$ cat config.mk
export PLATFORM = sky130hd
export DESIGN_NAME = pc_fetch_unit
export DESIGN_NICKNAME = d
export VERILOG_FILES = /design/src/rtl/pc_fetch_unit.sv
export SDC_FILE = /design/constraint.sdc
export NUM_CORES = 1
export LEC_CHECK = 0
export ABC_AREA = 1
export CAP_MARGIN = 20
export CORE_MARGIN = 5
export CORE_UTILIZATION = 30
export CTS_CLUSTER_DIAMETER = 200
export DETAILED_ROUTE_END_ITERATION = 8
export GPL_TIMING_DRIVEN = 0
export MAX_ROUTING_LAYER = met4
export PLACE_DENSITY_LB_ADDON = 0.3
export SLEW_MARGIN = 20
export SYNTH_ARGS = -nofsm -noshare
export SYNTH_HDL_FRONTEND = slang
export SYNTH_SLANG_ARGS = --single-unit
$ cat constraint.sdc
create_clock -name clk -period 2.9 [get_ports clk]
set_clock_uncertainty 0.1 [all_clocks]
set_input_delay 0.435 -clock clk [delete_from_list [all_inputs] [get_ports clk]]
set_output_delay 0.435 -clock clk [all_outputs]
set_load 0.02 [all_outputs]
$ cat src/rtl/pc_fetch_unit.sv
// Program counter and fetch control feeding the instruction ROM of the single-cycle core.
// Optional performance counters are enabled by defining FETCH_PERF_CNT_EN.
module pc_fetch_unit #(
  parameter logic [31:0] RESET_PC   = 32'h0000_0000,
  parameter int          IMEM_DEPTH = 16,
  parameter logic [31:0] HALT_INSTR = 32'h0000_0073,
  parameter logic [31:0] NOP_INSTR  = 32'h0000_0013
) (
  input  logic        clk,
  input  logic        rst_n,
  input  logic        stall_i,
  input  logic        jump_i,
  input  logic [31:0] jump_target_i,
  input  logic        branch_taken_i,
  input  logic [31:0] branch_target_i,
  output logic [31:0] imem_addr_o,
  input  logic [31:0] imem_data_i,
  output logic [31:0] instr_o,
  output logic        instr_valid_o,
  output logic [31:0] pc_o,
  output logic [31:0] pc_plus4_o,
  output logic        halted_o,
  output logic        fault_o,
  output logic [31:0] instr_count_o,
  output logic [31:0] stall_count_o
);

  typedef enum logic [1:0] {BOOT, RUN, HALT, FAULT} state_t;

  // One bit wider than the PC so a large IMEM_DEPTH cannot overflow the limit.
  localparam logic [32:0] PC_LIMIT = 33'(IMEM_DEPTH) << 2;

  state_t      state_reg, state_next;
  logic [31:0] pc_reg, pc_next;
  logic [31:0] pc_plus4;
  logic [31:0] target;
  logic        target_bad;
  logic        in_run;

  assign in_run   = (state_reg == RUN);
  assign pc_plus4 = pc_reg + 32'd4;

  always_comb begin
    target = pc_plus4;
    if (jump_i)
      target = jump_target_i;
    else if (branch_taken_i)
      target = branch_target_i;
    target_bad = (target[1:0] != 2'b00) || ({1'b0, target} >= PC_LIMIT);
  end

  always_ff @(posedge clk or negedge rst_n) begin
    if (!rst_n) begin
      state_reg <= BOOT;
      pc_reg    <= RESET_PC;
    end else begin
      state_reg <= state_next;
      pc_reg    <= pc_next;
    end
  end

  // Halt is checked before the redirect so an ecall always wins over a jump/branch.
  always_comb begin
    state_next = state_reg;
    pc_next    = pc_reg;
    case (state_reg)
      BOOT: state_next = RUN;
      RUN: begin
        if (!stall_i) begin
          if (imem_data_i == HALT_INSTR)
            state_next = HALT;
          else if (target_bad)
            state_next = FAULT;
          else
            pc_next = target;
        end
      end
      default: begin
        state_next = state_reg;
        pc_next    = pc_reg;
      end
    endcase
  end

  assign imem_addr_o   = {2'b00, pc_reg[31:2]};
  assign pc_o          = pc_reg;
  assign pc_plus4_o    = pc_plus4;
  assign instr_valid_o = in_run;
  assign instr_o       = in_run ? imem_data_i : NOP_INSTR;
  assign halted_o      = (state_reg == HALT);
  assign fault_o       = (state_reg == FAULT);

`ifdef FETCH_PERF_CNT_EN
  logic [31:0] instr_count_reg;
  logic [31:0] stall_count_reg;

  always_ff @(posedge clk or negedge rst_n) begin
    if (!rst_n) begin
      instr_count_reg <= 32'h0;
      stall_count_reg <= 32'h0;
    end else if (in_run) begin
      if (!stall_i && (instr_count_reg != 32'hFFFF_FFFF))
        instr_count_reg <= instr_count_reg + 32'd1;
      if (stall_i && (stall_count_reg != 32'hFFFF_FFFF))
        stall_count_reg <= stall_count_reg + 32'd1;
    end
  end

  assign instr_count_o = instr_count_reg;
  assign stall_count_o = stall_count_reg;
`else
  assign instr_count_o = 32'h0;
  assign stall_count_o = 32'h0;
`endif

endmodule

# ---- After elaboration in Yosys (flattened, before gate mapping)
# Index checks and enable logic that the tools add are counted.
dict set report word_totals {
  reg_bits 34
  out_inout_bits 195
  elab_cells 26
}
dict set report classes {
  add_sub_neg 1
  magnitude_cmp 1
  eq_ne 6
  muxes 7
  bitwise 3
  reduce_logical 6
}
# operator n
set op_table {}
lappend op_table {{32-bit 2-to-1 mux} 3}
lappend op_table {{32-bit by 3-bit adder with 32-bit output (second input constant)} 1}
lappend op_table {{32-bit by 7-bit == test with 1-bit output (second input constant)} 1}
lappend op_table {{32-bit by 7-bit greater-or-equal comparator with 1-bit output (second input constant)} 1}
lappend op_table {{2-bit 2-to-1 mux} 3}
lappend op_table {{2-bit == test (second input constant)} 2}
lappend op_table {{2-bit case mux with 2 select lines} 1}
lappend op_table {{4-bit AND reduction} 1}
lappend op_table {{2-bit nonzero test} 2}
lappend op_table {{3-bit by 2-bit != test with 1-bit output (second input constant)} 1}
lappend op_table {{1-bit inverter} 3}
lappend op_table {{3-bit AND reduction} 1}
lappend op_table {{2-bit by 1-bit == test with 1-bit output (second input constant)} 1}
lappend op_table {{2-bit logical NOT} 1}
lappend op_table {{2-bit != test (second input constant)} 1}
lappend op_table {{1-bit logical OR} 1}

# ---- Logic depth before layout (Yosys ltp)
# Gate-level depths: netlist (run 1).
dict set report logic_depth {
  word_depth 9
  depth_mapped 18
  ltp_nobuf 17
}

# ---- Least setup slack after synthesis (run 1)
# Ideal clock, no wire load.
dict set report synth_path {
  kind {flip-flop to flip-flop}
  startpoint {register pc_reg[3], in the netlist pc_o[3]}
  endpoint {register pc_reg[4], in the netlist pc_o[4]}
  arrival_ns 2.347
  t_required_ns 2.682
  slack_ns 0.335
  stages_incl_launch_ff 18
  n_path_buf 1
  period_less_slack_ns 2.565
  cell_sequence {dfrtp_1 -> ha_1 -> nand2_1 -> nor2_4 -> nand2_4 -> nor2_4 -> nand2_1 -> nand2_1 -> nand2_1 -> nor2_1 -> o21ai_1 -> nor2_1 -> nand2_1 -> nor2_2 -> nand3_2 -> buf_6 -> nand2_1 -> nand2_1}
}
dict set report synth_between {
  elab_chain_len 7
}
# element line
set synth_lines {}
lappend synth_lines {{start, declared} 34} ;# logic [31:0] pc_reg, pc_next;
lappend synth_lines {{start signal, assigned} 58} ;# pc_reg <= pc_next;
lappend synth_lines {{32-bit by 3-bit adder with 32-bit output} 41} ;# assign pc_plus4 = pc_reg + 32'd4;
lappend synth_lines {{via pc_plus4_o[22]} 21} ;# output logic [31:0] pc_plus4_o,
lappend synth_lines {{32-bit 2-to-1 mux} 47} ;# else if (branch_taken_i)
lappend synth_lines {{32-bit 2-to-1 mux} 45} ;# if (jump_i)
lappend synth_lines {{32-bit by 7-bit greater-or-equal comparator with 1-bit output} 49} ;# target_bad = (target[1:0] != 2'b00) || ({1'b0, target} >= PC_LIMIT);
lappend synth_lines {{1-bit logical OR} 49}
lappend synth_lines {{1-bit inverter (no source line)} -}
lappend synth_lines {{4-bit AND reduction (no source line)} -}
# The timed path passes the listed nets, and every way through them passes these cells.
# A chain may end at the register's enable or synchronous reset.

# ---- Final worst setup path (run 1)
dict set report layout_path {
  startpoint {register pc_reg[3], in the netlist pc_o[3]}
  endpoint {output pc_plus4_o[18]}
}
dict set report layout_between {
  elab_chain_len 1
}
# element line
set layout_lines {}
lappend layout_lines {{32-bit by 3-bit adder with 32-bit output} 41}
lappend layout_lines {{end, declared} 21}
# Every way passes these cells.

==> qor.csv, run 1 <==
metric,value,unit
ys_warn_count,0,
power_leakage,3.67,nW
routedWlPerCell,14.2,µm
dr.max_layer_used,met4,
synth_cell_types,31,
place.gp.congestion,0.942,
wl_met3,1.13,mm
track_usage,20.6,%
pwr_density_cell,211,nW/µm²
cp_slowest_stage_delay,0.63,ns
cts_tree,done,
numPortBuffers,227,
arrival,2.25,ns
drv_cap,0,
io-pin-count,296,
max_freq,0.359,GHz
switching_share,27.2,%
numCtsBuffers,5,
syn_inst,741,
cp_top_family,simple AND/OR/NAND/NOR gates,
crit_slowest_cell,clkdlybuf4s50_1,
finalPower,1.52,mW
finalCoreUtilization,52.2,%
grt_pass1_vias,4773,
dr.first_iter.drc_count,330,
cp-end-kind,primary output,
overflow,0,
wl_met2,8.31,mm
design.core.area,13800,µm²
fin_nets,1148,
switchingPower,0.412,mW
synth_area,4170,µm²
grt_max_degree,34,
cts.clk_slew.worst_paths,0.06,ns
slew_violations,0,
clkPwrFrac,39.6,%
layout-drive-gt1-share,16.9,%
placed_area,6930,µm²
min_path_type,input port to asynchronous set/reset pin,
dp_hpwl,14.6,mm
ys_ff_latch,34,
diodes,0,
clockBufferDepth,2,
dr_total_vias,5127,
clock_latency,0.28,ns
setup_tns,0,ns
antenna_found_initial,0,
setup_violations,0,
max-slew-margin-rel,61.4,%
final_cells,1227,
yosys-top-cells-area,"nand2_1, dfrtp_1, buf_4",
die_y,128,µm
cp_cell_sequence,"ha_2, nand2_1, nor2_4, nand2_4, nor2_4, nand2_1, nand2_1, clkdlybuf4s50_1",
holdWs,0.416,ns
worstPathRequired,2.37,ns
core.rowCount,43,
timing.final.crit_share,96.1,%
fp.dieArea,16400,µm²
cts-root-buf,clkbuf_16,
drt-pass1-iter-count,8,
die_x,128,µm
p_int,1.11,mW
clock-sinks,34,
start_util,30.3,%
vdd_drop_max,0.301,mV
outcome,"complete, no violations",
dpl.cell_count,1214,
crit_top_cell,nand2_1,
post-route-min-period,2.79,ns
tightest_slew,0.579,ns
cp_max_fo,5,
grt_pass1_wl,25.8,mm
drc,0,
final_area,7190,µm²
p_comb_share,29.1,%
viasPerCell,4.18,
worst_slack,0.113,ns
crit_buf_inv,1,
yosysTopAreaCell,nand2_1,
h-tree-depth,2,
largest_register_ffs,32,
antenna_left,0,
routed_wl,17.4,mm
crit_path_start_kind,flop,
power_frac_seq,31.3,%
startpoint,pc_o[3]$_DFFE_PN0P_,
syn_avg_cell_area,5.63,µm²
r2r_start,pc_o[3]$_DFFE_PN0P_,
yosysTopAreaCellShare,21.2,%
wl_met1,7.67,mm
path_class,flop to primary output,
hold_viol,0,
syn2layout_area_growth,72.4,%
seq_area_frac_synth,20.4,%
place_ws,-0.114,ns
==> cell usage after synthesis (all sizes together) <==
library cell  number
nand3b             6
a31oi              2
clkinv             1
o21ai             11
nand3             47
or4                1
buf              106
nor2             154
conb               1
xor2               2
nand2            238
nor3               1
a21oi              8
or2                5
a21boi            11
inv               96
ha                 1
dfrtp             34
nand4              2
and2               4
clkbuf            10
==> final cells by class <==
type	instances	area, µm²
Fill cell	1433	6580
Multi-Input combinational cell	559	2400
Timing Repair Buffer	233	2330
Sequential cell	34	870
Buffer	116	832
Inverter	97	364
Tap cell	180	225
Clock buffer	6	129
Clock inverter	2	37.5
==> routing by layer <==
metal	up-vias	global-route usage, %
met4	0	4.18
met2	186	34.3
met1	2245	26.5
met3	20	3.29
li1	2676	-
met5	-	-
==> layout by cell type, fill, tap and decap left out, types with 2 or more instances in the layout <==
cell type,count
nor2_1,140
o21ai_0,4
nand4_1,2
dlygate4sd2_1,2
clkbuf_1,11
nand2_2,2
a21boi_1,7
nand2_1,235
nor2_2,9
nor2_4,5
nand3b_1,6
or2_2,5
a21boi_0,4
clkdlybuf4s50_1,220
conb_1,66
buf_2,6
o21ai_1,6
a21oi_1,8
buf_4,102
inv_2,17
a31oi_1,2
buf_6,3
dlymetal6s2s_1,4
nand3_1,45
dfrtp_1,19
clkbuf_16,5
xor2_1,2
and2_1,4
inv_1,79
dfrtp_2,15
==> power groups by stage <==
stage	clock network, mW	logic [mW]	registers [mW]
6_report	0.601	0.442	0.475
5_1_grt	0.628	0.481	0.474
4_1_cts	0.607	0.437	0.475
3_5_place_dp	0	0.434	0.483
3_3_place_gp	0	0.431	0.483
2_1_floorplan	0	0.251	0.483
==> repair_timing <==
action	in CTS	in global routing
hold buffers	1	0
endpoints found under the setup margin	16	64
endpoints found under the hold margin	1	0
pin swaps	0	2
setup buffers	0	4
gates resized for setup	3	28
==> kinds of logic (layout without fill, tap and decap cells) <==
kind of cell | Yosys count | after routing | synth area share [%]
fa+ha+maj | 1 | 1 | 0.300
other cells | 1 | 66 | 0.0899
buf+inv | 213 | 454 | 28.7
flops | 34 | 34 | 20.4
xor+xnor | 2 | 2 | 0.420
simple gates | 458 | 458 | 45.5
compound gates | 32 | 32 | 4.56
==> path summary, 6_finish.rpt <==
check / endpoint / slack (ns) / cells past startpoint
max in group asynchronous: pc_o[3]$_DFFE_PN0P_ / 1.89 / 3
min in group clk: pc_o[0]$_DFFE_PN0P_ / 0.44 / 2
worst max-delay path: pc_plus4_o[18] / 0.11 / 8
worst max register to register: pc_o[16]$_DFFE_PN0P_ / 0.21 / 17
worst min register to register: pc_o[0]$_DFFE_PN0P_ / 0.44 / 2
worst min-delay path: pc_o[20]$_DFFE_PN0P_ / 0.42 / 2
Power figures use the tool's default switching activity.
==> run 2: changes to the inputs <==
SKIP_CTS_REPAIR_TIMING = 1   (was unset)
==> run 2 against run 1 <==
- worst hold slack lost 0.0029 ns
- final cell count is essentially flat
- flip-flop and latch count is the same
- maximum frequency is essentially flat
- largest cell class unchanged
- largest power group unchanged
==> qor.csv, run 2 (synthesized netlist as in run 1, its figures left out) <==
metric,value,unit
finalPower,1.52,mW
grt_max_degree,34,
p_int,1.11,mW
io-pin-count,296,
r2r-end,pc_o[16]$_DFFE_PN0P_,
switchingPower,0.412,mW
drc,0,
fin_nets,1149,
largest_register_ffs,32,
track_usage,20.5,%
rsz0062_at_grt,false,
antenna_found_initial,0,
routedWlPerCell,14.2,µm
syn2layout_area_growth,73.3,%
clkPwrFrac,39.6,%
drv_cap,0,
layout-drive-gt1-share,17.1,%
cts-root-buf,clkbuf_16,
pwr_density_cell,210,nW/µm²
crit_buf_inv,1,
holdWs,0.413,ns
antenna_left,0,
final_common_cell,nand2_1,
design.core.area,13800,µm²
post-route-min-period,2.78,ns
outcome,"complete, no violations",
power_frac_seq,31.3,%
finalCoreUtilization,52.4,%
numPortBuffers,227,
cp_top_family,simple AND/OR/NAND/NOR gates,
slew_violations,0,
grt_pass1_vias,4761,
dr.first_iter.drc_count,337,
min_path_type,input port to asynchronous set/reset pin,
mostFrequentLayoutCells,"nand2_1, clkdlybuf4s50_1, nor2_1",
power_leakage,3.71,nW
path_class,flop to primary output,
dpl.cell_count,1214,
crit_slowest_cell,clkdlybuf4s50_1,
dr_total_vias,5129,
reg2reg_depth,17,
max-slew-margin-rel,61.4,%
setup_violations,0,
numCtsBuffers,5,
cp.depth,8,
cp_cell_sequence,"ha_2, nand2_1, nor2_4, nand2_4, nor2_4, nand2_1, nand2_1, clkdlybuf4s50_1",
cp_slowest_stage_delay,0.63,ns
reg2reg_slack,0.21,ns
overflow,0,
diodes,0,
max_freq,0.359,GHz
fp.dieArea,16400,µm²
die_y,128,µm
dp_hpwl,14.6,mm
clock-sinks,34,
cts_tree,done,
setup_tns,0,ns
cts.clk_slew.worst_paths,0.06,ns
routed_wl,17.4,mm
clock_latency,0.28,ns
clockBufferDepth,2,
tightest_slew,0.580,ns
viasPerCell,4.18,
drt-pass1-iter-count,7,
worstPathRequired,2.37,ns
timing.final.crit_share,96.0,%
h-tree-depth,2,
place.gp.congestion,0.942,
grt_pass1_wl,25.8,mm
cp_max_fo,5,
final_cells,1228,
cp-end-kind,primary output,
r2r_start,pc_o[2]$_DFFE_PN0P_,
crit_top_cell,nand2_1,
hold_viol,0,
switching_share,27.1,%
start_util,30.3,%
p_comb_share,29.1,%
n_fill_cell,1435,
core.rowCount,43,
crit_path_start_kind,flop,
die_x,128,µm
vdd_drop_max,0.301,mV
arrival,2.25,ns
[run 2: cell count changes in the layout (fill, tap and decap cells not counted)]
cell,change
dlygate4sd2_1,-2
dlymetal6s2s_1,+2
buf_12,+1
dfrtp_1,-1
dfrtp_2,+1
nor2_2,-1
nor2_4,+1
[run 2: stage by stage]
step	setup slack [ns]	area, µm²
after CTS	-0.0764	7090
after global placement	-0.133	6910
after detailed placement	-0.114	6930
after global routing	0.000260	7220
after floorplan	0.335	4410
final	0.116	7220
[run 2: routing by layer]
layer | track usage, % | part of all wire (%) | wire length [µm] | vias to the layer above
met5 | - | 0 | 0 | -
met4 | 4.12 | 1.7 | 302 | 0
met3 | 3.25 | 6.7 | 1170 | 22
met2 | 34.2 | 48 | 8340 | 183
met1 | 26.5 | 44 | 7620 | 2250
li1 | - | - | - | 2674
[run 2: power by group through the flow]
stage / logic, mW / registers [mW] / clock network [mW]
CTS: 0.436 / 0.475 / 0.607
global route: 0.481 / 0.474 / 0.628
detailed placement: 0.434 / 0.483 / 0
finish: 0.442 / 0.475 / 0.601
floorplan: 0.251 / 0.483 / 0
global placement: 0.431 / 0.483 / 0
[run 2: layout make-up]
| cell class | count | area, µm² | share of cell area [%] |
|---|---|---|---|
| clock buffers | 6 | 129 | 1.78 |
| well taps | 180 | 225 | 3.12 |
| repair buffers | 234 | 2360 | 32.7 |
| flip-flops and latches | 34 | 871 | 12.1 |
| multi-input cells | 559 | 2400 | 33.3 |
| inverters | 97 | 364 | 5.04 |
| plain buffers | 116 | 832 | 11.5 |
| clock inverters | 2 | 37.5 | 0.520 |
[run 2: how the worst max path moves through the flow]
| stage | startpoint | to |
|---|---|---|
| 3_3_place_gp | branch_taken_i | pc_o[4]$_DFFE_PN0P_ |
| 5_1_grt | pc_o[2]$_DFFE_PN0P_ | pc_o[15]$_DFFE_PN0P_ |
| 3_5_place_dp | branch_taken_i | pc_o[4]$_DFFE_PN0P_ |
| 4_1_cts | pc_o[3]$_DFFE_PN0P_ | pc_plus4_o[22] |
| 6_report | pc_o[2]$_DFFE_PN0P_ | pc_plus4_o[18] |
| 2_1_floorplan | pc_o[3]$_DFFE_PN0P_ | pc_o[4]$_DFFE_PN0P_ |
[run 2: worst register-to-register path, stage by stage (launching register included)]
cell and delay, ns:
dfrtp_2 0.41, ha_2 0.22, nand2_1 0.09, nor2_4 0.21
nand2_1 0.15, nor2_1 0.20, nand2_1 0.07, nand2_1 0.07
nand3_1 0.09, a21boi_1 0.14, nand2_1 0.07, nor2_2 0.13
nand2_1 0.08, nor2_2 0.13, nand3_4 0.13, buf_6 0.17
nand2_1 0.08, inv_2 0.04
